<file path="config.mk">
export PLATFORM = sky130hd
export DESIGN_NAME = microcode_rom
export DESIGN_NICKNAME = d
export VERILOG_FILES = /design/src/rtl/microcode_rom.sv
export SDC_FILE = /design/constraint.sdc
export NUM_CORES = 1
export LEC_CHECK = 0
export CORE_UTILIZATION = 42
export DETAILED_ROUTE_END_ITERATION = 12
export GPL_TIMING_DRIVEN = 0
export PLACE_DENSITY = 0.75
export SYNTH_ARGS = -nofsm -noshare
export SYNTH_HDL_FRONTEND = slang
export SYNTH_SLANG_ARGS = --single-unit
export TNS_END_PERCENT = 30
</file>
<file path="constraint.sdc">
create_clock -name clk -period 0.86 [get_ports clk]
set_clock_uncertainty 0.1 [all_clocks]
set_input_delay 0.086 -clock clk [delete_from_list [all_inputs] [get_ports clk]]
set_output_delay 0.086 -clock clk [all_outputs]
set_load 0.01 [all_outputs]
</file>
<file path="src/rtl/microcode_rom.sv">
// microcode_rom: 64-entry synchronous control store for the accumulator CPU.
// Ports: clk, rst_n (async, active-low), offset[5:0] in; mc_word[19:0] out.

`ifndef MCROM_WIDTH
`define MCROM_WIDTH 20
`endif

module microcode_rom (
  input  logic                    clk,
  input  logic                    rst_n,
  input  logic [5:0]              offset,
  output logic [`MCROM_WIDTH-1:0] mc_word
);

  localparam int W = `MCROM_WIDTH;

  typedef logic [W-1:0] word_t;

  localparam word_t NOP    = 20'h00000;
  localparam word_t FETCH1 = 20'h04040;
  localparam word_t FETCH2 = 20'h08114;
  localparam word_t DECODE = 20'h01000;
  localparam word_t LDA1   = 20'h24020;
  localparam word_t LDA2   = 20'h00012;
  localparam word_t ADD1   = 20'h34020;
  localparam word_t ADD2   = 20'h00212;
  localparam word_t SUB1   = 20'h44020;
  localparam word_t SUB2   = 20'h00412;
  localparam word_t AND1   = 20'h54020;
  localparam word_t AND2   = 20'h00612;
  localparam word_t STA1   = 20'h64020;
  localparam word_t STA2   = 20'h00E08;
  localparam word_t JMP    = 20'h00080;
  localparam word_t JZ1    = 20'h86000;
  localparam word_t JZ2    = 20'h00080;
  localparam word_t HLT    = 20'h90001;

  word_t rom_d;
  word_t mc_word_q;

  // Unlisted addresses decode to NOP, which falls back to FETCH1.
  always_comb begin
    rom_d = NOP;
    case (offset)
      6'd0:    rom_d = FETCH1;
      6'd1:    rom_d = FETCH2;
      6'd2:    rom_d = DECODE;
      6'd8:    rom_d = LDA1;
      6'd9:    rom_d = LDA2;
      6'd12:   rom_d = ADD1;
      6'd13:   rom_d = ADD2;
      6'd16:   rom_d = SUB1;
      6'd17:   rom_d = SUB2;
      6'd20:   rom_d = AND1;
      6'd21:   rom_d = AND2;
      6'd24:   rom_d = STA1;
      6'd25:   rom_d = STA2;
      6'd28:   rom_d = JMP;
      6'd32:   rom_d = JZ1;
      6'd33:   rom_d = JZ2;
      6'd36:   rom_d = HLT;
      default: rom_d = NOP;
    endcase
  end

  always_ff @(posedge clk or negedge rst_n) begin
    if (!rst_n) begin
      mc_word_q <= NOP;
    end else begin
      mc_word_q <= rom_d;
    end
  end

  assign mc_word = mc_word_q;

endmodule

</file>
# Word-level counts from Yosys, hierarchy flattened
# Memory sizes are Yosys's and may differ from the RTL's. A register that Yosys moved wholly into a read port is not among the register bits.
# Index checks and enable logic that the tools add are counted.
[word_totals]
out_inout_bits = 20
elab_cells = 2
romBits = 1280
memories = 1
register_bits = 0
[mem_list]
columns = ["memory", "depth", "word_bits", "rd", "rd_ports_with_merged_regs", "wr", "line_no", "text"]
rows = [
  ["(name not given)", 64, 20, 1, 1, 0, "44", "case (offset)"],
]
[op_classes]
n_reduce_logical = 1
[op_table]
columns = ["cell", "count"]
rows = [
  ["$logic_not A1 Y1", 1],
]

# Logic depth before layout (Yosys ltp)
[logic_depth]
ltp_word = 1
mapped_depth = 4

# Least setup slack after synthesis
# No wires, ideal clock.
[synth_path]
kind = "input to register"
startpoint = "in offset[4]"
endpoint = "reg mc_word_q[7] (netlist: mc_word[7])"
required_ps = 659
setup_ps = 101
arrival_time_ps = 757
stages = 3
setup_slack_ps = -97
path_cell_list = "buf_6 -> or4b_1 -> o32ai_1"
[synth_rtl]
columns = ["element", "line_no", "text"]
rows = [
  ["from (decl)", "11", "input logic [5:0] offset,"],
  ["to (decl)", "39", "word_t mc_word_q;"],
]

==> metrics.md <==
| Metric | Value |
|---|---|
| RSZ-0062 raised after global routing | true |
| Vias in the first global route | 521 |
| Crit path time final | 1.11 ns |
| Tcrit/Tclk final | 129% |
| Main combinational cell family by area after synthesis | simple AND/OR/NAND/NOR gates |
| Mapped Cells | 66 |
| CP Cell Sequence | buf_4 > buf_6 |
| Number of flops mapped to enable cells by yosys | 0 |
| Leakage Power | 0.541 nW |
| Mux share of post-synthesis cell area | 0% |
| Slowest CP cell | dfrtp_1 |
| Root Driver | clkbuf_4 |
| Final Hold Fails | 18 |
| Port Buffers | 26 |
| CP Launch Type | flop |
| Post-synthesis simple-gate area fraction | 24.6% |
| Residual DRC | 0 |
| Outcome | finished, violations left |
| Hold Crit Class | input port to async pin |
| Synth Area in Compound Gates | 8.89% |
| Top-count cell post-synth | dfrtp_1 |
| Via density | 5.17 |
| Dpl hpwl | 1070 um |
| Adder-cell share of the synthesized area | 0% |
| XOR/XNOR share of the synthesized area | 3.39% |
| Max-Cap Viols | 0 |
| RePlAce Congestion | 0.807 |
| Total gr overflow | 0 |
| CTS tree | yes |
| Final WS setup | -0.251 ns |
| Smallest hold slack | -0.270 ns |
| Top Ports | 28 |
| VDD IR max | roughly 0.80 mV |
| Largest register FFs | 17 |
| Total Routing Usage GR | 17.9% |
| Max-slew headroom | 52.8% |
| Netlist Area Pre-Place | ~770 um^2 |
| Row count | 15 |
| Area grow syn2layout | 38.6% |
| Remaining antenna violation count after routing | 0 |
| Fmax | 0.900 GHz |
| CP required | 0.67 ns |
| Initial Util | 44.9% |
| Pwr Total | around 1.5 mW |
| Clock slew at reported path FFs | 0.09 ns |
| Final setup viols | 21 |
| Largest net degree at the start of global routing | 18 |
| Critical Path Max Stage Delay | 0.40 ns |
| Flops & latches, synth | 17 |
| Top cell type's share of synthesized area | 54.9% |
| Worst-Margin Slew | 0.707 ns |
| Setup slack at placement | -0.749 ns |
| TritonRoute pass-1 iters | 4 |
| ANT cells | 0 |
| WS Path Type | flop to output port |
| Seq/Total Area, Yosys | 54.9% |
| Routed wire length | about 1600 um |
| Syn Area/Cell | 11.7 um^2 |
| Share of post-route cells with drive strength above 1 | between 50% and 60% |
| Max Transition Viols Final | 0 |
| Worst setup EP type | output port |
| First-pass GRT wire length | 2500 um |
| Clock sinks | 17 |
| Die Y | 44.9 um |
| Die width | 44.9 um |
| Ys async rst share | 100% |
| DRT iter0 DRCs | 26 |
| Unique masters post-synth | 32 |
| Synth area leader | dfrtp_1 |
| Top cells by instance count after synthesis | dfrtp_1 (17), buf_4 (4), nor2_1 (4), nor4_1 (4) |
| Layout net count | 105 |
| CP arrival | 0.92 ns |
| CTS max path bufs | 2 |
| Vias | ~630 |
| Failing checks | hold timing, setup timing |
| TritonCTS Buffers | 3 |
| Post-Synthesis Net Count | 74 |
| H-Tree Level Count | 1 |
| Leading post-synthesis cells by cell area | dfrtp_1 (55%), buf_4 (3.9%), nor4_1 (3.2%), a211oi_1 (2.9%), and4b_1 (2.6%) |
| Drt wl/cell | 13.0 um |
| Top FF cell, synth | dfrtp_1 |
| Die ar. | 2020 um^2 |
| Initial antenna violation count | 0 |
| Cell Pwr Density | 1360 nW/um^2 |
| Crit-path max FO | 3 |
| Placeable Area | approximately 1700 um^2 |
| Syn. warnings | 0 |
-- worst max-delay path: cells and delay by family, from the launching register on --
| kind | cells | cell delay (ns) |
|---|---|---|
| DFF | 1 | 0.40 |
| buffers and inverters | 2 | 0.25 |
-- cells by family (layout without fill, tap and decap cells) --
family | Yosys count | in the layout
and+or+nand+nor | 27 | 27
DFF | 17 | 17
xor gates and xnor gates | 3 | 3
buffers and inverters | 10 | 40
AOI/OAI and AO/OA | 9 | 9
-- cell usage in the layout (no fill, tap or decap), types with 2 or more instances in the layout --
cell type        instances
dfrtp_1                 17
xnor2_1                  2
clkbuf_2                 3
buf_2                   18
nand2_1                  2
nor4_1                   2
nor4_2                   2
and4b_1                  2
buf_4                    4
nor3b_1                  2
a211oi_2                 3
clkbuf_4                 3
buf_6                    6
clkdlybuf4s15_2          2
nor2_1                   4
-- where the power goes --
group	internal (mW)	switching (mW)
clock network	0.180	0.229
registers	0.815	0.00363
logic	0.100	0.134
total	1.10	0.367
-- per-layer routing --
metal	vias to the layer above	global-route usage (%)	share of wire, %
met3	5	4.00	5.1
met4	0	12.1	2.4
li1	296	-	-
met2	23	25.8	52
met1	302	24.0	40
met5	-	0	0
-- final cells by class --
class	count	area, um^2
Fill cell	155	653
Multi-Input combinational cell	39	340
Inverter	1	3.75
Buffer	9	73.8
Clock buffer	4	26.3
Sequential cell	17	425
Tap cell	25	31.3
Timing Repair Buffer	26	173
-- per-stage QoR --
step           setup TNS (ns)  cells  instance area [um^2]  utilization (%)
6_report                -2.64    121                  1070             62.2
5_1_grt                 -3.57    121                  1070             62.2
4_1_cts                 -2.82    121                  1060             61.2
3_5_place_dp           -17.83    117                  1070             61.7
3_3_place_gp           -16.49    117                  1070             61.7
2_1_floorplan          -0.173     66                   774                -
-- final timing paths --
| path | from | end | cells past startpoint |
|---|---|---|---|
| max | mc_word[15] | mc_word[8] | 2 |
| min | rst_n | mc_word[1] | 1 |
| max in group asynchronous | rst_n | mc_word[12] | 1 |
| min in group clk | offset[4] | mc_word[14] | 3 |
-- what timing repair did --
item,CTS,global route
setup buffers,0,0
resized for setup,104,8
setup endpoints to repair,37,49
pin swaps,1,1
hold endpoints to repair,1,17
Note: power is estimated with default switching activity, not from simulation.
